## config.mk

```make
export PLATFORM = sky130hd
export DESIGN_NAME = fsr_direction_ctrl
export DESIGN_NICKNAME = d
export VERILOG_FILES = /design/src/rtl/fsr_direction_ctrl.sv
export SDC_FILE = /design/constraint.sdc
export NUM_CORES = 1
export LEC_CHECK = 0
export BUFFER_PORTS_ARGS = -buffer_cell sky130_fd_sc_hd__buf_2
export CORE_MARGIN = 5
export CORE_UTILIZATION = 50
export CTS_CLUSTER_DIAMETER = 80
export DETAILED_ROUTE_END_ITERATION = 12
export PLACE_DENSITY_LB_ADDON = 0.25
export SLEW_MARGIN = 20
export SYNTH_ARGS = -nofsm -noshare
export SYNTH_HDL_FRONTEND = slang
export SYNTH_SLANG_ARGS = --single-unit
```

## constraint.sdc

```tcl
create_clock -name CLK100MHZ -period 3.6 [get_ports CLK100MHZ]
set_clock_uncertainty 0.05 [all_clocks]
set_input_delay 0.72 -clock CLK100MHZ [delete_from_list [all_inputs] [get_ports CLK100MHZ]]
set_output_delay 0.72 -clock CLK100MHZ [all_outputs]
set_load 0.05 [all_outputs]
```

## src/rtl/fsr_direction_ctrl.sv

```systemverilog
// Direction controller: auto-toggle demo mode, or two FSR sensor channels with
// hysteresis thresholds and debounce, producing one-hot left/right/neither flags.
module fsr_direction_ctrl #(
  parameter int ADC_W    = 12,
  parameter int CNT_W    = 24,
  parameter int PERIOD   = 5000000,
  parameter int DEBOUNCE = 100000,
  parameter int TH_HI    = 2048,
  parameter int TH_LO    = 1536
) (
  input  logic             CLK100MHZ,
  input  logic             RST_BTN,
  input  logic             mode,
  input  logic             sample_valid,
  input  logic             sample_ch,
  input  logic [ADC_W-1:0] sample_data,
  output logic             direction_cs,
  output logic             left_flag,
  output logic             right_flag,
  output logic             neither_flag,
  output logic [1:0]       pressed,
  output logic             dir_change,
  output logic [CNT_W-1:0] count
);

  localparam int DB_W = (DEBOUNCE > 1) ? $clog2(DEBOUNCE) : 1;

  localparam logic [CNT_W-1:0] LP_CNT_LAST = CNT_W'(PERIOD - 1);
  localparam logic [CNT_W-1:0] LP_CNT_ONE  = CNT_W'(1);
  localparam logic [DB_W-1:0]  LP_DB_LAST  = DB_W'(DEBOUNCE - 1);
  localparam logic [DB_W-1:0]  LP_DB_ONE   = DB_W'(1);
  localparam logic [ADC_W-1:0] LP_TH_HI    = ADC_W'(TH_HI);
  localparam logic [ADC_W-1:0] LP_TH_LO    = ADC_W'(TH_LO);

  typedef enum logic {
    MODE_AUTO   = 1'b0,
    MODE_SENSOR = 1'b1
  } mode_e;

  mode_e            r_mode_q;
  logic [1:0]       r_raw;
  logic [1:0]       r_pressed;
  logic [DB_W-1:0]  r_dbc [2];
  logic [CNT_W-1:0] r_count;
  logic             r_dir;
  logic             r_left;
  logic             r_right;
  logic             r_neither;
  logic             r_dir_change;

  logic             w_mode_chg;
  logic [CNT_W-1:0] w_nxt_count;
  logic             w_nxt_dir;
  logic             w_nxt_left;
  logic             w_nxt_right;
  logic             w_nxt_neither;

  assign w_mode_chg = (mode != r_mode_q);

  // Next flag/count state; a mode change forces neither for exactly one clock
  // before the new mode's rules take over.
  always_comb begin
    w_nxt_count   = r_count;
    w_nxt_dir     = r_dir;
    w_nxt_left    = r_left;
    w_nxt_right   = r_right;
    w_nxt_neither = r_neither;
    if (w_mode_chg) begin
      w_nxt_count   = '0;
      w_nxt_left    = 1'b0;
      w_nxt_right   = 1'b0;
      w_nxt_neither = 1'b1;
    end else if (r_mode_q == MODE_SENSOR) begin
      w_nxt_count   = '0;
      w_nxt_left    = 1'b0;
      w_nxt_right   = 1'b0;
      w_nxt_neither = 1'b0;
      case (r_pressed)
        2'b01: begin
          w_nxt_left = 1'b1;
          w_nxt_dir  = 1'b0;
        end
        2'b10: begin
          w_nxt_right = 1'b1;
          w_nxt_dir   = 1'b1;
        end
        default: w_nxt_neither = 1'b1;
      endcase
    end else if (r_count == LP_CNT_LAST) begin
      w_nxt_count   = '0;
      w_nxt_dir     = ~r_dir;
      w_nxt_left    = ~r_dir;
      w_nxt_right   = r_dir;
      w_nxt_neither = 1'b0;
    end else begin
      w_nxt_count = r_count + LP_CNT_ONE;
    end
  end

  always_ff @(posedge CLK100MHZ or posedge RST_BTN) begin
    if (RST_BTN) begin
      r_mode_q     <= MODE_AUTO;
      r_count      <= '0;
      r_dir        <= 1'b0;
      r_left       <= 1'b0;
      r_right      <= 1'b0;
      r_neither    <= 1'b1;
      r_dir_change <= 1'b0;
    end else begin
      r_mode_q     <= mode_e'(mode);
      r_count      <= w_nxt_count;
      r_dir        <= w_nxt_dir;
      r_left       <= w_nxt_left;
      r_right      <= w_nxt_right;
      r_neither    <= w_nxt_neither;
      r_dir_change <= ({w_nxt_left, w_nxt_right, w_nxt_neither} !=
                       {r_left, r_right, r_neither});
    end
  end

  // Per-channel hysteresis and debounce; debounce sees the raw state from the
  // previous clock, so pressed follows raw exactly DEBOUNCE clocks later.
  always_ff @(posedge CLK100MHZ or posedge RST_BTN) begin
    if (RST_BTN) begin
      r_raw     <= 2'b00;
      r_pressed <= 2'b00;
      r_dbc[0]  <= '0;
      r_dbc[1]  <= '0;
    end else begin
      for (int c = 0; c < 2; c++) begin
        if (sample_valid && (sample_ch == 1'(c))) begin
          if (sample_data >= LP_TH_HI) begin
            r_raw[c] <= 1'b1;
          end else if (sample_data < LP_TH_LO) begin
            r_raw[c] <= 1'b0;
          end
        end
        if (r_raw[c] == r_pressed[c]) begin
          r_dbc[c] <= '0;
        end else if (r_dbc[c] == LP_DB_LAST) begin
          r_pressed[c] <= r_raw[c];
          r_dbc[c]     <= '0;
        end else begin
          r_dbc[c] <= r_dbc[c] + LP_DB_ONE;
        end
      end
    end
  end

  assign direction_cs = r_dir;
  assign left_flag    = r_left;
  assign right_flag   = r_right;
  assign neither_flag = r_neither;
  assign pressed      = r_pressed;
  assign dir_change   = r_dir_change;
  assign count        = r_count;

endmodule

```

# Yosys cells after proc, flatten, opt, wreduce, memory -nomap -nowiden
# Cells that the tools add are included.
# W data, S select, Z words.
# word_totals
ff_bits,68
output_inout_bits,31
elab_cells,67
# classes
add_sub_neg,3
order_cmp,2
n_eq_ne,10
n_mux,24
bitwise,5
n_reduce_logical,10
# op_table
op,count
$mux W24,3
$mux W17,4
$add A17 B1 Y17 const B,2
$eq A17 B17 Y1 const B,2
$add A24 B1 Y24 const B,1
$eq A24 B23 Y1 const B,1
$mux W1,16
$ge A12 B12 Y1 const B,1
$lt A12 B11 Y1 const B,1
$reduce_and A2 Y1,4
$not A1 Y1,5
$reduce_bool A2 Y1,2
$ne A3 B1 Y1 const B,1
$ne A3 B3 Y1,1
$reduce_and A3 Y1,1
$eq A1 B1 Y1,2
$eq A2 B1 Y1 const B,1
$eq A2 B2 Y1 const B,1
$logic_and A1 B1 Y1,2
$pmux W1 S2,1
$reduce_or A2 Y1,1
$ne A1 B1 Y1,1

# Longest topological paths before layout
# Gate-level depths: netlist of run 1.
# logic_depth
depth_word,6
depth_mapped,7
ltp_nobuf,6

# Worst setup path before layout of run 1
# Ideal clock, no wire load.
# synth_path
path_type,register to register
startpoint,register r_count[0] (netlist: count[0])
endpoint,register r_left (netlist: left_flag)
arrival_ns,2.393
t_required_ns,3.424
path_slack_ns,1.030
stages_incl_launch_ff,7
path_buffers,1
period_less_slack_ns,2.570
path_cell_list,dfrtp_1 > ha_1 > nand3_1 > or4_1 > buf_2 > or2_1 > a311o_1
# synth_via
elab_chain_len,4
# synth_rtl
element,line,rtl
"start, declared",44,logic [CNT_W-1:0] r_count;
"start signal, assigned",111,r_count <= w_nxt_count;
$eq A24 B23 Y1,89,end else if (r_count == LP_CNT_LAST) begin
$mux W1,89,
$mux W1,73,end else if (r_mode_q == MODE_SENSOR) begin
$mux W1,68,if (w_mode_chg) begin
via w_nxt_left,54,logic w_nxt_left;
"end signal, assigned",113,r_left <= w_nxt_left;
"end, declared",46,logic r_left;
# The timed path passes the listed nets, and every way through them passes these cells.
# A chain may end at the register's enable or synchronous reset.

# Final worst setup path of run 1
# layout_path
startpoint,register r_count[16] (netlist: count[16])
endpoint,register r_left (netlist: left_flag)
# Same word-level chain as after synthesis.

==> key figures, run 1 <==
Clock network
  – CTS tree: done
  – CTS Sinks: 68
  – Latest clock arrival within the worst-skew pair: 0.34 ns
  – Level count of the clock H-tree: 3
  – CTS Buf Count: 9
  – Cell chosen for the clock root: sky130_fd_sc_hd__clkbuf_8
  – Clock transition time at the flip-flop clock pins of the worst setup and hold paths: 0.08 ns
  – Post_cts resized: 0
  – Longest Clk Path Bufs: 2
  – Number of setup buffers added after CTS: 0
  – Number of buffers inserted for hold repair after clock tree synthesis: 0

Critical path
  – Slowest CP cell: sky130_fd_sc_hd__or4_1
  – Data arrival, critical path: 2.63 ns
  – Maximum fanout encountered on the critical timing path: 8
  – Required time reported for the critical path endpoint: 3.77 ns
  – Critical path class: flip-flop to flip-flop
  – Worst R2R Path Depth: 4
  – Delay contributed by the slowest stage of the critical path: 0.63 ns
  – Category of the worst setup path capture point: flip-flop
  – Worst Setup Start Kind: flip-flop
  – Worst path cell trace: or4b_1 > or4_1 > or2_1 > a311o_1

Timing
  – Final Setup Violations: 0
  – Setup_tns: 0 ns
  – Headroom to the max-slew limit: 47.7%
  – Minimum period implied by the final worst setup slack: 2.46 ns
  – Final clock period utilization by the worst path: 68.4%
  – Maximum clock frequency: 406 MHz
  – Max-slew violation count: 0
  – RSZ-0062 raised after global routing: no
  – Transition time at the pin with the least slew margin: 0.783 ns
  – Hold Violations, Final: 0

Die
  – Area enclosed by the die boundary: 8730 um2
  – Cell row count: 30
  – Core ar.: 6790 um2
  – Height of the die: 93.4 um
  – Width of the die: 93.4 um
  – Starting utilization of the core area: 51.2%
  – Num ports: 48

Logic synthesis
  – Sequential fraction of the synthesis area: 48.9%
  – Count of flip-flops with a built-in enable after synthesis: 0
  – Post-synthesis cell type count: 45
  – Post-synth top area cell: sky130_fd_sc_hd__dfrtp_1
  – Post-synthesis async set-or-reset flop share: 100%
  – Most common library cells after synthesis: 67 x sky130_fd_sc_hd__dfrtp_1, 49 x sky130_fd_sc_hd__nor2_1, 26 x sky130_fd_sc_hd__nand2_1
  – Yosys warnings: 0
  – Proportion of netlist area held by the largest area contributor: 48.2%
  – Cells after Synth: 364
  – Mapped cell area: 3480 um2
  – Average cell area after synthesis: 9.56 um2
  – Top post-synthesis cells by area: sky130_fd_sc_hd__dfrtp_1 48%, sky130_fd_sc_hd__xor2_1 6.0%, sky130_fd_sc_hd__nor2_1 5.3%
  – Most frequent cell after synthesis: sky130_fd_sc_hd__dfrtp_1
  – Post-synthesis sequential element count: 68
  – Nets in the synthesized netlist: 386
  – Most used flip-flop cell after synthesis: sky130_fd_sc_hd__dfrtp_1

Place
  – Final HPWL from detailed placement: 4.93 mm
  – Placed Instances: 491
  – Placer's final routability congestion estimate: 0.827
  – Buffers added on ports: 38

Final layout
  – Final cell count without fillers: 507
  – Number of fill cells in the layout: 616
  – Share of layout cells above drive strength 1: 16.3%
  – Post-layout nets: 428
  – Area grow syn2layout: 14.0%
  – Number of antenna repair diodes: 0

Min path
  – Worst Hold Path Cells: 1
  – Class of the worst hold path: flip-flop to flip-flop

Global route
  – Largest net degree at the start of global routing: 47
  – First-pass GRT wire length: 12.1 mm
  – Total overflow reported by the global router: 0
  – Antenna violations before repair: 0
  – Tot GR Track Use: 17.2%
  – Vias in the first global route: 2637

Routing
  – Post-detailed-routing wire length: 6.94 mm
  – DRC violations left: 0
  – Per-cell routed wire length: 13.7 um
  – Average via count per standard cell: 5.49
  – Number of nets with antenna violations after routing: 0
  – Count of TritonRoute iterations in the first routing pass: 4
  – Vias after detailed routing: 2782
  – Number of design-rule violations left by the first detailed-router iteration: 99

Power
  – Leak Pwr: 0.00170 uW
  – Power density over cell area: 372 nW/um2
  – Peak supply drop: 0.233 mV

Status
  – Result of the run: finished clean

Flow run
  – Total of max-cap violations: 0
[worst max-delay path: cells and delay by family (launching register included)]
family	cells	cell delay (ns)
flip-flops	1	0.44
AO/OA/AOI/OAI	1	0.36
AND/OR/NAND/NOR	3	1.49
[routing by layer]
metal  global-route usage (%)  part of all wire [%]  vias to the layer above
met5                        0                     0                        -
met4                     7.57                   1.3                        0
met3                     3.22                   4.8                        9
met2                     27.5                    46                       47
met1                     22.9                    48                     1341
li1                         -                     -                     1385
[worst paths after layout]
check                                         start                       end  slack, ns
max in group asynchronous                   RST_BTN        r_dbc[2]$_DFF_PP0_       2.38
min in group asynchronous                   RST_BTN  direction_cs$_DFFE_PP0P_       0.45
worst max-delay path            count[16]$_DFF_PP0_       left_flag$_DFF_PP0_       1.14
worst min register to register   r_dbc[0]$_DFF_PP0_        r_dbc[0]$_DFF_PP0_       0.43
worst min-delay path             r_dbc[0]$_DFF_PP0_        r_dbc[0]$_DFF_PP0_       0.43
worst max register to register  count[16]$_DFF_PP0_       left_flag$_DFF_PP0_       1.14
[report_power, final]
| part | internal, uW | switching, uW | total [uW] | leakage, uW |
|---|---|---|---|---|
| clock | 303 | 287 | 590 | 0.0000982 |
| sequential | 780 | 16.8 | 797 | 0.000930 |
| combinational | 29.6 | 59.7 | 89.3 | 0.000668 |
| total | 1110 | 363 | 1480 | 0.00170 |
[cells in the final DEF (no fill, tap or decap), drive strengths merged, types with 2 or more instances in the layout]
master   n
clkinv   4
nor4b    3
nor2b    2
nand4   16
o21ai   22
dfrtp   67
or4      3
and3     5
a21oi   15
nand3b   2
xnor2   16
nor2    49
and2     3
xor2    24
o311ai   2
or2      2
ha       5
mux2i    2
nor4     4
nand2   26
inv      8
and4    10
or3     16
nand3   23
nor4bb   2
clkbuf  12
nor3     6
nor3b    2
buf     43
mux2     3
[flip-flops by register name, indices dropped and copies added, names as in the netlist]
register,cells
pressed,2
left_flag,1
r_mode_q,1
right_flag,1
direction_cs,1
dir_change,1
r_dbc,34
r_raw,2
neither_flag,1
count,24
[metrics by stage]
| stage | total power [uW] | worst slack, ns | hold slack (ns) | cell area, um2 | util [%] |
|---|---|---|---|---|---|
| finish | 1480 | 1.14 | 0.430 | 3970 | 58.4 |
| global route | 1530 | 1.04 | 0.466 | 3970 | 58.4 |
| CTS | 1490 | 1.14 | 0.430 | 3970 | 58.4 |
| detailed placement | 903 | 1.16 | 0.421 | 3780 | 55.6 |
| global placement | 901 | 1.17 | 0.413 | 3780 | 55.6 |
| floorplan | 872 | 1.03 | 0.397 | 3480 | - |
[area by class of cell]
| type | instances | area (um2) | area share, % |
|---|---|---|---|
| timing repair buffer | 43 | 228 | 5.74 |
| clock inverter | 4 | 22.5 | 0.568 |
| sequential | 68 | 1700 | 42.9 |
| clock buffer | 12 | 165 | 4.16 |
| tap | 96 | 120 | 3.03 |
| inverter | 9 | 35.0 | 0.883 |
| multi-input combinational | 275 | 1690 | 42.7 |
[cells by family after synthesis]
logic type | Yosys count | share of synthesized area [%]
and+or+nand+nor | 177 | 27.0
DFF | 68 | 48.9
AOI/OAI and AO/OA | 48 | 8.24
xor gates and xnor gates | 40 | 10.1
buffers and inverters | 21 | 2.37
muxes | 5 | 1.55
adders and majority gates | 5 | 1.80
Note: power is estimated with default switching activity, not from simulation.
==> inputs of run 2 (changes only) <==
==> constraint.sdc (replaced) <==
create_clock -name CLK100MHZ -period 2.15 [get_ports CLK100MHZ]
set_clock_uncertainty 0.05 [all_clocks]
set_input_delay 0.43 -clock CLK100MHZ [delete_from_list [all_inputs] [get_ports CLK100MHZ]]
set_output_delay 0.43 -clock CLK100MHZ [all_outputs]
set_load 0.05 [all_outputs]
==> key figures, run 2 (synthesized netlist as in run 1, its figures left out) <==
Status
  – Result of the run: finished, violations left
  – Failing checks: negative setup slack

Global route
  – Vias in the first global route: 2824
  – Tot GR Track Use: 18.7%
  – Total overflow reported by the global router: 0
  – Antenna violations before repair: 0
  – Largest net degree at the start of global routing: 30
  – First-pass GRT wire length: 12.9 mm

Power
  – Leak Pwr: 0.00180 uW
  – Switching Fraction: 23.4%
  – Logic pwr share: 6.7%
  – Share of power burned in registers: 52.8%
  – Peak supply drop: 0.412 mV
  – Internal: 1940 uW
  – Share of total power in the clock network: 40.6%
  – Power density over cell area: 593 nW/um2
  – Net Switching: 591 uW

Final layout
  – Top library cells by usage in the layout, fill and taps aside: 49 x sky130_fd_sc_hd__nor2_1, 48 x sky130_fd_sc_hd__dfrtp_1, 38 x sky130_fd_sc_hd__buf_2
  – Number of antenna repair diodes: 0
  – Register with the highest flop count: r_dbc
  – Area of the multi-input gates: 1770 um2
  – Final Cell Area: 4260 um2
  – End-of-flow core utilization: 62.7%
  – Sequential standard cell area: 1730 um2
  – Leading cell type in the layout, fill and taps excluded: sky130_fd_sc_hd__nor2_1
  – Number of flip-flops under the largest register name: 34
  – Post-layout nets: 451
  – Area grow syn2layout: 22.4%
  – Number of fill cells in the layout: 568
  – Share of layout cells above drive strength 1: 26.5%

Critical path
  – Total buffers and inverters traversed by the critical path: 0
  – Worst path top cell family by delay: simple AND/OR/NAND/NOR gates
  – Delay contributed by the slowest stage of the critical path: 0.53 ns
  – Worst Setup Start Kind: flip-flop
  – Category of the worst setup path capture point: flip-flop
  – Critical path class: flip-flop to flip-flop
  – Required time reported for the critical path endpoint: 2.33 ns
  – Slowest CP cell: sky130_fd_sc_hd__or4_4
  – Maximum fanout encountered on the critical timing path: 5
  – Worst path cell trace: or4b_1 > or4_4 > or2_4 > a311o_1
  – Data arrival, critical path: 2.35 ns

Timing
  – Transition time at the pin with the least slew margin: 0.594 ns
  – Minimum period implied by the final worst setup slack: 2.17 ns
  – RSZ-0062 raised after global routing: yes
  – Headroom to the max-slew limit: 60.3%
  – Hold Violations, Final: 0
  – Final setup margin: -0.0224 ns
  – Final Setup Violations: 3
  – Maximum clock frequency: 460 MHz
  – Setup_tns: -0.0494 ns
  – Final clock period utilization by the worst path: 101%
  – Max-slew violation count: 0

Place
  – Final HPWL from detailed placement: 5.45 mm
  – Post-Place Cell Area: 4000 um2
  – Buffers added on ports: 38
  – Placer's final routability congestion estimate: 0.883

Flow run
  – Total of max-cap violations: 0

Die
  – Num ports: 48
  – Height of the die: 93.4 um
  – Starting utilization of the core area: 51.2%
  – Core ar.: 6790 um2
  – Area enclosed by the die boundary: 8730 um2
  – Cell row count: 30
  – Width of the die: 93.4 um

Clock network
  – Clock transition time at the flip-flop clock pins of the worst setup and hold paths: 0.07 ns
  – Latest clock arrival within the worst-skew pair: 0.34 ns
  – Number of setup buffers added after CTS: 0
  – CTS tree: done
  – Longest Clk Path Bufs: 2
  – Cell chosen for the clock root: sky130_fd_sc_hd__clkbuf_8
  – Number of buffers inserted for hold repair after clock tree synthesis: 0
  – CTS Buf Count: 9
  – Level count of the clock H-tree: 3
  – CTS Sinks: 68

Routing
  – Per-cell routed wire length: 14.4 um
  – Post-detailed-routing wire length: 7.61 mm
  – Count of TritonRoute iterations in the first routing pass: 6
  – Vias after detailed routing: 2886
  – Number of design-rule violations left by the first detailed-router iteration: 209
  – Average via count per standard cell: 5.45
  – DRC violations left: 0
  – Number of nets with antenna violations after routing: 0

Min path
  – Class of the worst hold path: input pin to async pin
[run 2: final timing paths]
check | from | end | slack [ns] | depth (start not counted)
min in group CLK100MHZ | mode | r_mode_q$_DFF_PP0_ | 0.28 | 1
setup / recovery | count[16]$_DFF_PP0_ | left_flag$_DFF_PP0_ | -0.02 | 4
hold / removal | RST_BTN | count[17]$_DFF_PP0_ | 0.1 | 2
hold reg to reg | r_dbc[0]$_DFF_PP0_ | r_dbc[0]$_DFF_PP0_ | 0.43 | 1
setup reg to reg | count[16]$_DFF_PP0_ | left_flag$_DFF_PP0_ | -0.02 | 4
max in group asynchronous | RST_BTN | neither_flag$_DFF_PP1_ | 1.37 | 3
[run 2: routing by layer]
metal  track usage [%]  wire, um
met5                 0         0
met4              8.67       123
met3              4.42       409
met2              29.2      3630
met1              24.4      3450
[run 2: what timing repair did]
item,CTS,global route
pin swaps,0,6
endpoints found under the setup margin,21,21
gates resized for setup,3,11
[run 2: layout make-up]
type,instances,share of cell area (%)
inverter,9,0.881
sequential,68,40.5
timing repair buffer,66,9.87
clock inverter,2,0.822
multi-input combinational,275,41.5
clock buffer,14,3.58
tap,96,2.82
[run 2: per-stage QoR]
step | total power [uW] | instances | hold WS, ns | worst slack [ns]
global placement | 1520 | 514 | 0.414 | -0.0955
global route | 2650 | 530 | 0.139 | -0.0576
CTS | 2550 | 530 | 0.105 | -0.0595
detailed placement | 1530 | 514 | 0.428 | -0.0896
floorplan | 1460 | 364 | 0.397 | -0.186
finish | 2530 | 530 | 0.0992 | -0.0224
[run 2: power groups by stage]
stage	registers, uW	logic, uW	clock network, uW
detailed placement	1360	169	0
floorplan	1360	105	0
global placement	1360	165	0
finish	1330	169	1020
CTS	1330	171	1050
global route	1340	192	1120
==> inputs of run 3 (changes only) <==
--- a/config.mk
+++ b/config.mk
@@ -8,6 +8,7 @@
 export BUFFER_PORTS_ARGS = -buffer_cell sky130_fd_sc_hd__buf_2
 export CORE_MARGIN = 5
 export CORE_UTILIZATION = 50
+export CTS_BUF_LIST = sky130_fd_sc_hd__clkbuf_8
 export CTS_CLUSTER_DIAMETER = 80
 export DETAILED_ROUTE_END_ITERATION = 12
 export PLACE_DENSITY_LB_ADDON = 0.25
==> key figures, run 3 (synthesized netlist as in run 1, its figures left out) <==
Critical path
  – Delay contributed by the slowest stage of the critical path: 0.53 ns
  – Worst Setup Start Kind: flip-flop
  – Critical path class: flip-flop to flip-flop
  – Maximum fanout encountered on the critical timing path: 5
  – Category of the worst setup path capture point: flip-flop
  – Data arrival, critical path: 2.35 ns
  – Worst R2R Path Depth: 4
  – Worst-case register-to-register setup slack: -0.02 ns
  – Slowest CP cell: sky130_fd_sc_hd__or4_4
  – Required time reported for the critical path endpoint: 2.33 ns
  – Startpoint of the worst register-to-register path: count[16]$_DFF_PP0_
  – Endpoint of the lowest-slack register-to-register path: left_flag$_DFF_PP0_
  – Worst path cell trace: or4b_1 > or4_4 > or2_4 > a311o_1

Final layout
  – Post-layout nets: 451
  – Register with the highest flop count: r_dbc
  – Area of the multi-input gates: 1770 um2
  – Number of flip-flops under the largest register name: 34
  – Share of layout cells above drive strength 1: 26.5%
  – End-of-flow core utilization: 62.7%
  – Area grow syn2layout: 22.4%
  – Sequential standard cell area: 1730 um2
  – Number of antenna repair diodes: 0
  – Number of fill cells in the layout: 568
  – Leading cell type in the layout, fill and taps excluded: sky130_fd_sc_hd__nor2_1
  – Top library cells by usage in the layout, fill and taps aside: 49 x sky130_fd_sc_hd__nor2_1, 48 x sky130_fd_sc_hd__dfrtp_1, 38 x sky130_fd_sc_hd__buf_2

Routing
  – Number of nets with antenna violations after routing: 0
  – DRC violations left: 0
  – Number of design-rule violations left by the first detailed-router iteration: 249
  – Average via count per standard cell: 5.43
  – Per-cell routed wire length: 14.3 um
  – Post-detailed-routing wire length: 7.59 mm
  – Count of TritonRoute iterations in the first routing pass: 6
  – Vias after detailed routing: 2880

Place
  – Worst Setup Slack post-DPL: -0.0896 ns
  – Final HPWL from detailed placement: 5.45 mm
  – Buffers added on ports: 38
  – Placer's final routability congestion estimate: 0.883

Timing
  – WHS: 0.0979 ns
  – Max-slew violation count: 0
  – Transition time at the pin with the least slew margin: 0.594 ns
  – Maximum clock frequency: 460 MHz
  – Final setup margin: -0.0239 ns
  – Hold Violations, Final: 0
  – Final clock period utilization by the worst path: 101%
  – RSZ-0062 raised after global routing: yes
  – Minimum period implied by the final worst setup slack: 2.17 ns
  – Final Setup Violations: 3
  – Setup_tns: -0.0533 ns
  – Headroom to the max-slew limit: 60.3%

Global route
  – Vias in the first global route: 2812
  – Largest net degree at the start of global routing: 30
  – Tot GR Track Use: 18.7%
  – Total overflow reported by the global router: 0
  – First-pass GRT wire length: 12.9 mm
  – Antenna violations before repair: 0

Power
  – Power density over cell area: 588 nW/um2
  – Leak Pwr: 0.00181 uW
  – Net Switching: 590 uW
  – Peak supply drop: 0.412 mV
  – Share of power burned in registers: 53.2%
  – Logic pwr share: 6.7%
  – Internal: 1920 uW
  – Switching Fraction: 23.5%
  – Share of total power in the clock network: 40.1%

Clock network
  – Latest clock arrival within the worst-skew pair: 0.34 ns
  – Level count of the clock H-tree: 3
  – CTS tree: done
  – Number of setup buffers added after CTS: 0
  – Longest Clk Path Bufs: 2
  – CTS Buf Count: 9
  – CTS Sinks: 68
  – Number of buffers inserted for hold repair after clock tree synthesis: 0
  – Cell chosen for the clock root: sky130_fd_sc_hd__clkbuf_8
  – Clock transition time at the flip-flop clock pins of the worst setup and hold paths: 0.07 ns

Die
  – Starting utilization of the core area: 51.2%
  – Area enclosed by the die boundary: 8730 um2
  – Core ar.: 6790 um2
  – Height of the die: 93.4 um
  – Num ports: 48
  – Cell row count: 30
  – Width of the die: 93.4 um

Status
  – Result of the run: finished, violations left
  – Failing checks: negative setup slack

Flow run
  – Total of max-cap violations: 0

Min path
  – Class of the worst hold path: input pin to async pin
-- run 3: routing by layer --
metal	GRT usage [%]	wire [um]	vias to the layer above
met5	0	0	-
met4	8.30	127	0
met3	4.42	374	13
met2	29.4	3630	71
met1	24.4	3470	1364
li1	-	-	1432
-- run 3: how the worst max path moves through the flow --
stage	from	endpoint	slack (ns)	cells after the start
after floorplan	count[18]$_DFF_PP0_	left_flag$_DFF_PP0_	-0.19	5
after global placement	count[21]$_DFF_PP0_	direction_cs$_DFFE_PP0P_	-0.1	5
after detailed placement	count[21]$_DFF_PP0_	direction_cs$_DFFE_PP0P_	-0.09	5
after CTS	count[21]$_DFF_PP0_	left_flag$_DFF_PP0_	-0.06	4
after global routing	count[16]$_DFF_PP0_	left_flag$_DFF_PP0_	-0.06	4
final	count[16]$_DFF_PP0_	left_flag$_DFF_PP0_	-0.02	4
-- run 3: power groups by stage --
stage,Sequential (uW),Combinational [uW],Clock [uW]
after global routing,1340,192,1100
after floorplan,1360,105,0
after detailed placement,1360,169,0
after global placement,1360,165,0
after CTS,1330,171,1030
final,1330,169,1000
-- run 3: final cells by class --
cell class | count | area share [%]
Inverter | 9 | 0.881
Multi-Input combinational cell | 275 | 41.5
Clock buffer | 10 | 3.23
Clock inverter | 6 | 1.17
Timing Repair Buffer | 66 | 9.87
Tap cell | 96 | 2.82
Sequential cell | 68 | 40.5
-- run 3: timing repair --
action                                  4_1_cts  5_1_grt
endpoints found under the setup margin       21       21
hold endpoints to repair                      0        0
gates resized for setup                       3       11
pin swaps                                     0        6
-- run 3: critical path: cells and delay by family, from the launching register on --
family | cells | cell delay, ns
AOI/OAI and AO/OA | 1 | 0.26
and+or+nand+nor | 3 | 1.33
DFF | 1 | 0.41
-- run 3: metrics by stage --
step | total power, uW | cell area [um2] | cells
3_5_place_dp | 1530 | 4000 | 514
6_report | 2510 | 4260 | 530
2_1_floorplan | 1460 | 3530 | 364
4_1_cts | 2530 | 4210 | 530
5_1_grt | 2630 | 4260 | 530
3_3_place_gp | 1520 | 4000 | 514
